--- src/rtl/reg_wr_pkg.sv ---
// Shared types and helpers for the multi-port register-file write decoder.
package reg_wr_pkg;

    localparam int DEF_ADDR_W = 4;
    localparam int DEF_DATA_W = 16;
    localparam int DEF_NREG   = 2**DEF_ADDR_W;

    typedef struct packed {
        logic                  valid;
        logic [DEF_ADDR_W-1:0] addr;
        logic [DEF_DATA_W-1:0] data;
    } wr_req_t;

    function automatic logic [DEF_NREG-1:0] onehot(input logic [DEF_ADDR_W-1:0] addr);
        onehot       = '0;
        onehot[addr] = 1'b1;
    endfunction

    // Priority rule: held entries beat live ones, then lower port index wins.
    function automatic logic beats(input logic q_held, input logic p_held,
                                   input int q, input int p);
        beats = (q_held && !p_held) || ((q_held == p_held) && (q < p));
    endfunction

endpackage

--- src/rtl/wr_onehot_dec.sv ---
// Combinational binary to one-hot decoder with a gating enable.
module wr_onehot_dec #(
    parameter int ADDR_W = 4
) (
    input  logic                 en,
    input  logic [ADDR_W-1:0]    addr,
    output logic [2**ADDR_W-1:0] dec
);

    always_comb begin
        for (int i = 0; i < 2**ADDR_W; i++) begin
            dec[i] = en && (addr == ADDR_W'(i));
        end
    end

endmodule

--- src/rtl/reg_wr_dec_arb.sv ---
// Multi-port register write decoder: arbitrates same-address collisions through
// per-port 1-entry skid holds and registers one-hot enables plus per-register data.
module reg_wr_dec_arb
    import reg_wr_pkg::*;
#(
    parameter int                  ADDR_W  = 4,
    parameter int                  NPORT   = 2,
    parameter int                  DATA_W  = 16,
    parameter logic [2**ADDR_W-1:0] RO_MASK = 'h0001,
    parameter int                  CNT_W   = 8
) (
    input  logic                         clk,
    input  logic                         rst_n,
    input  logic [NPORT-1:0]             wr_valid,
    input  logic [NPORT*ADDR_W-1:0]      wr_addr,
    input  logic [NPORT*DATA_W-1:0]      wr_data,
    output logic [NPORT-1:0]             wr_ready,
    output logic [2**ADDR_W-1:0]         R_en,
    output logic [(2**ADDR_W)*DATA_W-1:0] R_data,
    output logic                         ro_err,
    output logic [CNT_W-1:0]             conflict_cnt
);

    localparam int NREG = 2**ADDR_W;

    logic [NPORT-1:0]             held_valid;
    logic [NPORT-1:0][ADDR_W-1:0] held_addr;
    logic [NPORT-1:0][DATA_W-1:0] held_data;

    logic [NPORT-1:0]             eff_valid;
    logic [NPORT-1:0][ADDR_W-1:0] eff_addr;
    logic [NPORT-1:0][DATA_W-1:0] eff_data;

    logic [NPORT-1:0]             lose;
    logic [NPORT-1:0]             grant;
    logic [NPORT-1:0]             grant_wr;
    logic [NPORT-1:0]             grant_ro;
    logic [NPORT-1:0][NREG-1:0]   dec;

    logic [NREG-1:0]              en_nxt;
    logic [NREG-1:0][DATA_W-1:0]  data_nxt;
    logic                         ro_nxt;

    assign wr_ready = ~held_valid;

    // A held entry masks the live port; the port is not ready while it is held.
    always_comb begin
        for (int p = 0; p < NPORT; p++) begin
            eff_valid[p] = held_valid[p] | wr_valid[p];
            eff_addr[p]  = held_valid[p] ? held_addr[p] : wr_addr[p*ADDR_W +: ADDR_W];
            eff_data[p]  = held_valid[p] ? held_data[p] : wr_data[p*DATA_W +: DATA_W];
        end
    end

    // NOTE: every always_comb output gets a default before any conditional
    // assignment, so no path leaves it unassigned and no latch is inferred.
    always_comb begin
        lose = '0;
        for (int p = 0; p < NPORT; p++) begin
            for (int q = 0; q < NPORT; q++) begin
                if (q != p && eff_valid[p] && eff_valid[q] &&
                    eff_addr[q] == eff_addr[p] &&
                    beats(held_valid[q], held_valid[p], q, p)) begin
                    lose[p] = 1'b1;
                end
            end
        end
        grant = eff_valid & ~lose;
        for (int p = 0; p < NPORT; p++) begin
            grant_ro[p] = grant[p] &  RO_MASK[eff_addr[p]];
            grant_wr[p] = grant[p] & ~RO_MASK[eff_addr[p]];
        end
    end

    for (genvar p = 0; p < NPORT; p++) begin : g_dec
        wr_onehot_dec #(.ADDR_W(ADDR_W)) u_dec (
            .en   (grant_wr[p]),
            .addr (eff_addr[p]),
            .dec  (dec[p])
        );
    end

    // Grants never share an address, so OR-merging the gated data is exact.
    always_comb begin
        en_nxt   = '0;
        data_nxt = '0;
        for (int p = 0; p < NPORT; p++) begin
            en_nxt = en_nxt | dec[p];
            for (int i = 0; i < NREG; i++) begin
                data_nxt[i] = data_nxt[i] | ({DATA_W{dec[p][i]}} & eff_data[p]);
            end
        end
        ro_nxt = |grant_ro;
    end

    // NOTE: sequential state uses non-blocking assignments so every register
    // samples pre-edge values regardless of statement order.
    always_ff @(posedge clk or negedge rst_n) begin
        if (!rst_n) begin
            R_en   <= '0;
            R_data <= '0;
            ro_err <= 1'b0;
        end else begin
            R_en   <= en_nxt;
            R_data <= data_nxt;
            ro_err <= ro_nxt;
        end
    end

    always_ff @(posedge clk or negedge rst_n) begin
        if (!rst_n) begin
            held_valid <= '0;
            held_addr  <= '0;
            held_data  <= '0;
        end else begin
            for (int p = 0; p < NPORT; p++) begin
                if (lose[p]) begin
                    held_valid[p] <= 1'b1;
                    held_addr[p]  <= eff_addr[p];
                    held_data[p]  <= eff_data[p];
                end else if (grant[p]) begin
                    held_valid[p] <= 1'b0;
                end
            end
        end
    end

    always_ff @(posedge clk or negedge rst_n) begin
        if (!rst_n) begin
            conflict_cnt <= '0;
        end else if (|lose && conflict_cnt != {CNT_W{1'b1}}) begin
            conflict_cnt <= conflict_cnt + 1'b1;
        end
    end

endmodule

--- config.mk ---
export PLATFORM = sky130hd
export DESIGN_NAME = reg_wr_dec_arb
export DESIGN_NICKNAME = d
export VERILOG_FILES = /design/src/rtl/reg_wr_pkg.sv /design/src/rtl/wr_onehot_dec.sv /design/src/rtl/reg_wr_dec_arb.sv
export SDC_FILE = /design/constraint.sdc
export NUM_CORES = 1
export LEC_CHECK = 0
export BUFFER_PORTS_ARGS = -buffer_cell sky130_fd_sc_hd__buf_2
export CAP_MARGIN = 20
export CORE_MARGIN = 1.5
export CORE_UTILIZATION = 31
export CTS_CLUSTER_DIAMETER = 60
export CTS_CLUSTER_SIZE = 28
export DETAILED_ROUTE_END_ITERATION = 10
export GPL_ROUTABILITY_DRIVEN = 0
export PLACE_DENSITY = 0.52
export SYNTH_ARGS = -nofsm -noshare
export SYNTH_HDL_FRONTEND = slang
export SYNTH_SLANG_ARGS = --single-unit
--- constraint.sdc ---
create_clock -name clk -period 4.79 [get_ports clk]
set_clock_uncertainty 0.15 [all_clocks]
set_input_delay 0 -clock clk [delete_from_list [all_inputs] [get_ports clk]]
set_output_delay 0 -clock clk [all_outputs]
set_load 0.03 [all_outputs]
==> results, run 1 <==
- The library cell used as clock root buffer is sky130_fd_sc_hd__clkbuf_16.
- TritonCTS created 29 clock buffers.
- For met3 alone, demand over resource in global routing was 4.16%.
- The floorplan has 73 rows.
- From bottom edge to top edge, the die measures 204 um.
- The most heavily used metal layer in global routing is met2.
- The detail-routed net length per standard cell is 25.8 um.
- The type of the worst setup path is reg2reg.
- The critical-path maximum fanout is 21.
- Compared with the post-synthesis result, the final layout area differs by 29.4%.
- The cell internal power dissipation is 4290 uW.
- Setup repair after global routing left no endpoint under its margin.
- The count of flip-flops with a built-in enable after synthesis is 0.
- The worst slack at placement is 1.52 ns.
- The routed layout has 10,100 vias.
- The count of buffers added on input and output ports is 326.
- The switching component of the power is 1850 uW.
- Summed over all layers, the global routing overflow is 0.
- The floorplan step defined a core boundary enclosing 39,800 um2.
- STA puts the critical path data required time at 5.00 ns.
- The share of flip-flops with an asynchronous set or reset after synthesis is 100%.
- The number of register bits inferred by synthesis is 323.
- The detailed placer's ending HPWL is 34,400 um.
- The CTS clock-pin slew for the worst setup and hold paths is 0.08 ns.
- Entering global routing, the biggest net connects 135 pins.
- Averaged over all synthesized cells, the footprint is 13.1 um2.
- The actual transition at the worst max-transition pin is 1.16 ns.
- Global routing used 33.7% of the available met2 tracks.
- The power density over the cells is 379 nW/um2.
- The number of max-slew violations in the final report is 0.
- The number of standard cells in the final layout excluding fillers is 1,876.
- For this run, the total global-route usage over all layers was measured as 22.9%.
- Cells with a size suffix above 1 make up 36.3% of the layout.
- VDD sags by at most 205 uV.
- The number of max-capacitance violations reported is 0.
- The count of antenna-violating nets left after detailed routing is 0.
- The endpoint type of the worst setup path is a flop.
- Setup violations remaining at the end of the flow were counted as 0.
- The wire length of the first global-routing pass is 69,400 um.
- Sequential cells account for 47.7% of the total power.
- The first-pass iteration count of the detailed router is 8.
- The worst min-delay path category is in2reg.
- The initial core utilization is 31.5%.
- Synthesis handed over a netlist of 960 instances.
- The hold violation count in the final report is 0.
- The peak clock frequency supported by timing is 0.301 GHz.
- The vias per cell is 5.40.
- The synthesized cell area is 12,500 um2.
- In the routed design, unresolved DRC markers number 0.
- At the worst endpoint, the arrival time is 3.53 ns.
- The fraction of power consumed by combinational cells is 12.0%.
- After layout, the worst path uses 69.3% of the clock period.
- The clock sink total is 323.
- The run finished with clean final reports.
- Summed over all cells, the static leakage comes to 0.00801 uW.
- The sum of routed wire length over all layers is 48,500 um.
- The fraction of met1 tracks used by global routing is 33.6%.
- The first routing iteration left 915 violations.
- The number of antenna violations at the first check in global routing is 2.
- The sequential fraction of the synthesis area is 64.5%.
- The shortest clock period the worst path allows after layout is 3.32 ns.
- In this run, the clock network consumes 40.3% of the power.
- The worst setup path is launched from a flop.
- From left edge to right edge, the die measures 204 um.
- At the end of the flow, the number of nets in the layout was 1,373.
- Among all flip-flop cells after synthesis, the most frequent one is sky130_fd_sc_hd__dfrtp_1.
- The Yosys step of the flow raised 0 warnings.
- TritonCTS built the clock tree.
- The switching portion of total power is 30.2%.
- The worst max-slew margin expressed relative to the limit is 22.9%.
- The floorplan step defined a die boundary enclosing 41,600 um2.
- Counting along the longest clock path gives a buffer depth of 3.
- Adding up every negative setup slack in the final design gives 0 ns.
- In this run, placement finished with an instance count of 1,778.
- In this run the number of H-tree levels came out at 1.
- The boundary pin count is 327.
- The via count of the first global-routing pass is 10,100.
- Synthesis instantiated 50 different standard cells from the library.
- The clock latency at the later pin of the worst-skew pair is 0.58 ns.
- The worst setup margin is 1.47 ns.
- The number of resized instances in the post-cts repair step is 0.
==> per-stage QoR <==
step / hold WS, ns / instance area (um2) / util [%] / total power, uW
after CTS: 0.0185 / 16200 / 40.7 / 6190
after detailed placement: -0.135 / 14700 / 37.0 / 3680
after global placement: -0.140 / 14700 / 37.0 / 3670
after global routing: 0.0745 / 16200 / 40.7 / 6380
after floorplan: -0.446 / 12600 / - / 3380
final: 0.0440 / 16200 / 40.7 / 6140
==> flip-flops by register name, summed over array words and instances, names as in the netlist <==
name and count:
R_data 256, held_addr 8, R_en 16, held_data 32
held_valid 2, conflict_cnt 8, ro_err 1
==> cell type report <==
type                            count  area (um2)
Sequential cell                   323        8090
Tap cell                          525         657
Antenna cell                        1        2.50
Fill cell                        3944       23600
Clock inverter                     23         283
Multi-Input combinational cell    576        4160
Clock buffer                       30         739
Timing Repair Buffer              389        2250
Inverter                            9        33.8
==> cells by family after synthesis <==
kind of cell | count (synthesis) | share of synthesized area (%)
compound gates | 331 | 19.5
flops | 323 | 64.5
simple gates | 135 | 4.79
mux | 81 | 7.12
buf+inv | 77 | 3.19
xor+xnor | 11 | 0.769
fa+ha+maj | 1 | 0.0999
other cells | 1 | 0.0299
==> cell usage after synthesis, types with 3 or more instances <==
cell                       number  area share, %
sky130_fd_sc_hd__dfrtp_1      323             65
sky130_fd_sc_hd__o22ai_1      254             13
sky130_fd_sc_hd__nand2_1       90            2.7
sky130_fd_sc_hd__mux2_2        53            4.8
sky130_fd_sc_hd__buf_2         40            1.6
sky130_fd_sc_hd__mux2i_1       25            2.0
sky130_fd_sc_hd__a22o_1        19            1.3
sky130_fd_sc_hd__a22oi_1       18            1.1
sky130_fd_sc_hd__nor2_1        14           0.42
sky130_fd_sc_hd__clkbuf_1      13           0.39
sky130_fd_sc_hd__buf_4         11           0.66
sky130_fd_sc_hd__xor2_1        10           0.70
sky130_fd_sc_hd__inv_1          9           0.27
sky130_fd_sc_hd__nand3_1        8           0.32
sky130_fd_sc_hd__o311ai_4       7            1.5
sky130_fd_sc_hd__o31ai_4        7            1.2
sky130_fd_sc_hd__o21ai_0        5           0.20
sky130_fd_sc_hd__o21ai_2        5           0.35
sky130_fd_sc_hd__nor2b_1        4           0.20
sky130_fd_sc_hd__mux2_4         3           0.36
sky130_fd_sc_hd__nor3_1         3           0.12
==> timing repair <==
action | 4_1_cts | 5_1_grt
hold buffers | 44 | 0
setup buffers | 0 | 0
endpoints found under the hold margin | 531 | 0
==> metal layers <==
| metal | wire (um) | share of wire (%) |
|---|---|---|
| met5 | 12 | 0.025 |
| met4 | 1620 | 3.3 |
| met3 | 3630 | 7.5 |
| met2 | 21400 | 44 |
| met1 | 21800 | 45 |
==> critical path, stage by stage (launching register included) <==
cell and delay [ns]:
sky130_fd_sc_hd__dfrtp_2 0.51, sky130_fd_sc_hd__nor2_1 0.08, sky130_fd_sc_hd__buf_4 0.19, sky130_fd_sc_hd__nor2_1 0.23, sky130_fd_sc_hd__nand2_2 0.54, sky130_fd_sc_hd__o311ai_4 1.08, sky130_fd_sc_hd__o22ai_1 0.30
==> cell usage in the layout, fill, tap and decap left out, types with 3 or more instances in the layout <==
cell                            synthesis  routed
sky130_fd_sc_hd__mux2_4                 3       3
sky130_fd_sc_hd__xor2_1                10      10
sky130_fd_sc_hd__nor2b_1                4       3
sky130_fd_sc_hd__mux2i_1               25      25
sky130_fd_sc_hd__o311ai_4               7       8
sky130_fd_sc_hd__mux2_2                53      53
sky130_fd_sc_hd__nor2_1                14      14
sky130_fd_sc_hd__nor3_1                 3       3
sky130_fd_sc_hd__o21ai_2                5       4
sky130_fd_sc_hd__buf_2                 40     325
sky130_fd_sc_hd__clkbuf_16              0      29
sky130_fd_sc_hd__o31ai_4                7       7
sky130_fd_sc_hd__inv_6                  0       5
sky130_fd_sc_hd__o22ai_1              254     253
sky130_fd_sc_hd__nand3_1                8       8
sky130_fd_sc_hd__nand2_1               90      89
sky130_fd_sc_hd__dfrtp_1              323     321
sky130_fd_sc_hd__buf_4                 11      18
sky130_fd_sc_hd__inv_1                  9       9
sky130_fd_sc_hd__inv_8                  0       5
sky130_fd_sc_hd__a22o_1                19      19
sky130_fd_sc_hd__conb_1                 1      17
sky130_fd_sc_hd__dlygate4sd3_1          0      43
sky130_fd_sc_hd__a22oi_1               18      18
sky130_fd_sc_hd__o21ai_0                5       5
sky130_fd_sc_hd__clkinv_8               0       7
==> power by group through the flow <==
stage	Clock (uW)	Sequential, uW	Combinational [uW]
after floorplan	0	3080	301
after global placement	0	2980	693
after detailed placement	0	2980	700
after CTS	2530	2930	736
after global routing	2650	2950	784
final	2480	2930	736
==> worst paths after layout <==
| kind | slack (ns) | endpoint | start | depth (start not counted) |
|---|---|---|---|---|
| worst min register to register | 0.37 | conflict_cnt[7] | conflict_cnt[7] | 1 |
| worst min-delay path | 0.04 | conflict_cnt[3] | wr_valid[1] | 6 |
| min in group asynchronous | 0.45 | conflict_cnt[0] | rst_n | 4 |
| worst max register to register | 1.47 | R_data[80] | held_valid[0] | 6 |
| max in group asynchronous | 3.29 | R_data[203] | rst_n | 4 |
| worst max-delay path | 1.47 | R_data[80] | held_valid[0] | 6 |
Power figures use the tool's default switching activity.
==> inputs of run 2 (changes only) <==
PLACE_DENSITY = 0.53   (was 0.52)
clock period = 2.75 ns   (was 4.79 ns; I/O delays follow)
==> results, run 2 (synthesis gave the netlist of run 1 again) <==
- The TritonCTS clock tree is done (unchanged).
- The area inside the core boundary is 39,800 um2 (unchanged).
- Registers with the highest flip-flop counts: R_data (256), held_data (32), R_en (16) (unchanged).
- The endpoint type of the worst setup path is a flop (unchanged).
- The final worst hold slack is 0.116 ns (was 0.0440 ns).
- The leakage power figure is 0.00850 uW (was 0.00801 uW).
- The shortest clock period the worst path allows after layout was 2.65 ns (was 3.32 ns).
- The detail-routed net length per standard cell came to 25.0 um (was 25.8 um).
- The biggest cell delay along the critical path is 0.52 ns (was 1.08 ns).
- The sum of routed wire length over all layers is 48,600 um (was 48,500 um).
- The peak clock frequency supported by timing came to 0.378 GHz (was 0.301 GHz).
- The die outline height is 204 um (unchanged).
- The total of endpoints with negative setup slack in the final report is 0 (unchanged).
- The switching component of the power is 3290 uW (was 1850 uW).
- The type of the worst setup path is reg2reg (unchanged).
- The worst min-delay path category is in2reg (unchanged).
- The critical-path maximum fanout is 17 (was 21).
- The clock latency at the later pin of the worst-skew pair is 0.58 ns (about the same).
- The period utilization is 96.2% (was 69.3%).
- The fraction of final layout cells sized beyond drive strength 1 is 39.2% (was 36.3%).
- The final net count was 1,443 (was 1,373).
- The wire length of the first global-routing pass is 69,600 um (was 69,400 um).
- The library cell contributing the largest single delay on the critical path is sky130_fd_sc_hd__or3_4 (was sky130_fd_sc_hd__o311ai_4).
- The first-pass iteration count of the detailed router is 5 (was 8).
- The data arrival time of the worst path is 2.90 ns (was 3.53 ns).
- The uppermost layer routed is met4 (was met5).
- The number of antenna violations at the first check in global routing is 1 (was 2).
- The combined global-route utilization of all metal layers is 22.8% (was 22.9%).
- The count of buffering cells on the critical path with inverters included is 2 (was 1).
- The boundary pin count is 327 (unchanged).
- The clock sink total came to 323 (unchanged).
- The number of buffer cells added on primary ports is 326 (unchanged).
- The area enclosed by the die boundary was 41,600 um2 (unchanged).
- The most common cell after layout, fill and taps aside is sky130_fd_sc_hd__buf_2 (unchanged).
- The initial core utilization is 31.5% (unchanged).
- The vias per cell is 5.33 (was 5.40).
- The TritonCTS buffer count is 28 (was 29).
- The share of power burned in the clock network is 40.7% (was 40.3%).
- The cell internal power dissipation is 7670 uW (was 4290 uW).
- The number of max-slew violations in the final report is 0 (unchanged).
- Status: finished, final reports clean (unchanged).
- The die width is 204 um (unchanged).
- The library cell used as clock root buffer is sky130_fd_sc_hd__clkbuf_16 (unchanged).
- The detailed-routing wirelength on met1 is 22,100 um (was 21,800 um).
- The length of routed met3 wiring was 3520 um (was 3630 um).
- The register with the highest flop count is R_data (unchanged).
- The maximum number of buffers from clock root to sink is 3 (unchanged).
- The overall overflow remaining after global route is 0 (unchanged).
- The via count of the first global-routing pass is 10,300 (was 10,100).
- The H-tree depth came to 1 (unchanged).
- Setup repair after global routing missed its margin: false (unchanged).
- The switching portion of total power is 30.0% (was 30.2%).
- The area of all placed cells without fillers is 17,100 um2 (was 16,200 um2).
- The proportion of power drawn by flip-flops and latches is 46.5% (was 47.7%).
- The starting DRC count in detailed routing was 723 (was 915).
- The count of antenna-violating nets left after detailed routing is 0 (unchanged).
- The critical path's top delay family is simple AND/OR/NAND/NOR gates (was compound AO/OA/AOI/OAI gates).
- The maximum vdd ir drop was 492 uV (was 205 uV).
- The detailed placer's ending HPWL is 36,100 um (was 34,400 um).
- The hold violation count in the final report is 0 (unchanged).
- The largest net degree at the start of global routing was 77 (was 135).
- The number of flip-flops in the largest register is 256 (unchanged).
- The growth of design area from synthesis to finish came to 36.7% (was 29.4%).
- The total via count after detailed routing is 10,400 (was 10,100).
- The CTS clock-pin slew for the worst setup and hold paths is 0.08 ns (about the same).
- The final setup TNS was 0 ns (unchanged).
- The worst max-slew margin expressed relative to the limit is 33.7% (was 22.9%).
- The number of max-capacitance violations reported is 0 (unchanged).
- The cell area after placement is 15,600 um2 (was 14,700 um2).
- The startpoint kind of the worst setup timing path is a flop (unchanged).
- The number of resized instances in the post-cts repair step is 0 (unchanged).
- The fraction of power consumed by combinational cells is 12.8% (was 12.0%).
- The actual transition at the worst max-transition pin is 0.995 ns (was 1.16 ns).
- CP cell instances: mux2i_1 > xor2_1 > or3_4 > buf_4 > o311ai_4 > buf_12 > o22ai_1 (was nor2_1 > buf_4 > nor2_1 > nand2_2 > o311ai_4 > o22ai_1).
- The data required time at the worst endpoint is 3.00 ns (was 5.00 ns).
- The power density over the cells is 640 nW/um2 (was 379 nW/um2).
- Most frequent cells in the layout: sky130_fd_sc_hd__buf_2 (325), sky130_fd_sc_hd__dfrtp_1 (321), sky130_fd_sc_hd__o22ai_1 (253) (unchanged).
- The placement row count is 73 (unchanged).
- The number of design rule violations left after detail routing is 0 (unchanged).
- The met2 wirelength from detailed routing was 21,700 um (was 21,400 um).
-- run 2: what timing repair did --
| item | 4_1_cts | 5_1_grt |
|---|---|---|
| setup endpoints to repair | 0 | 1 |
| setup buffers | 0 | 2 |
| hold buffers | 45 | 0 |
| hold endpoints to repair | 618 | 0 |
-- run 2: tightest hold or removal path: stages --
cell and delay [ns]:
sky130_fd_sc_hd__dlygate4sd3_1 0.54, sky130_fd_sc_hd__buf_2 0.12, sky130_fd_sc_hd__mux2_2 0.14
-- run 2: cell type report --
type                       instances  area, um2
sequential                       323       8090
tap                              525        657
multi-input combinational        576       4160
fill                            3798      22700
antenna                            1       2.50
timing repair buffer             460       3130
inverter                           9       33.8
clock buffer                      31        733
clock inverter                    21        329
-- run 2: per-layer routing --
metal / GRT usage [%] / vias up
met5: 0 / -
met4: 6.49 / 0
met3: 4.18 / 76
met2: 34.2 / 494
met1: 33.6 / 5293
li1: - / 4512
-- run 2: power by group through the flow --
stage / clock network (uW) / logic [uW] / registers (uW)
2_1_floorplan: 0 / 525 / 5370
3_3_place_gp: 0 / 1320 / 5180
3_5_place_dp: 0 / 1340 / 5190
4_1_cts: 4550 / 1410 / 5100
5_1_grt: 4730 / 1500 / 5120
6_report: 4460 / 1410 / 5100
-- run 2: worst paths after layout --
kind	cells past startpoint	endpoint	from	slack [ns]
min reg2reg	1	conflict_cnt[6]	conflict_cnt[6]	0.34
min in group asynchronous	4	R_data[32]	rst_n	0.48
max	7	R_data[38]	held_valid[1]	0.10
max in group asynchronous	4	R_data[232]	rst_n	1.58
min	3	held_data[10]	wr_data[10]	0.12
max reg2reg	7	R_data[38]	held_valid[1]	0.10
-- run 2: per-stage QoR --
| step | setup WS (ns) | std cells | total power [uW] | util [%] |
|---|---|---|---|---|
| 5_1_grt | 0.00999 | 1946 | 11400 | 43.0 |
| 4_1_cts | 0.119 | 1943 | 11100 | 43.0 |
| 3_3_place_gp | 0.156 | 1846 | 6500 | 39.1 |
| 3_5_place_dp | 0.159 | 1846 | 6530 | 39.1 |
| 2_1_floorplan | 0.228 | 976 | 5890 | - |
| 6_report | 0.103 | 1946 | 11000 | 43.0 |
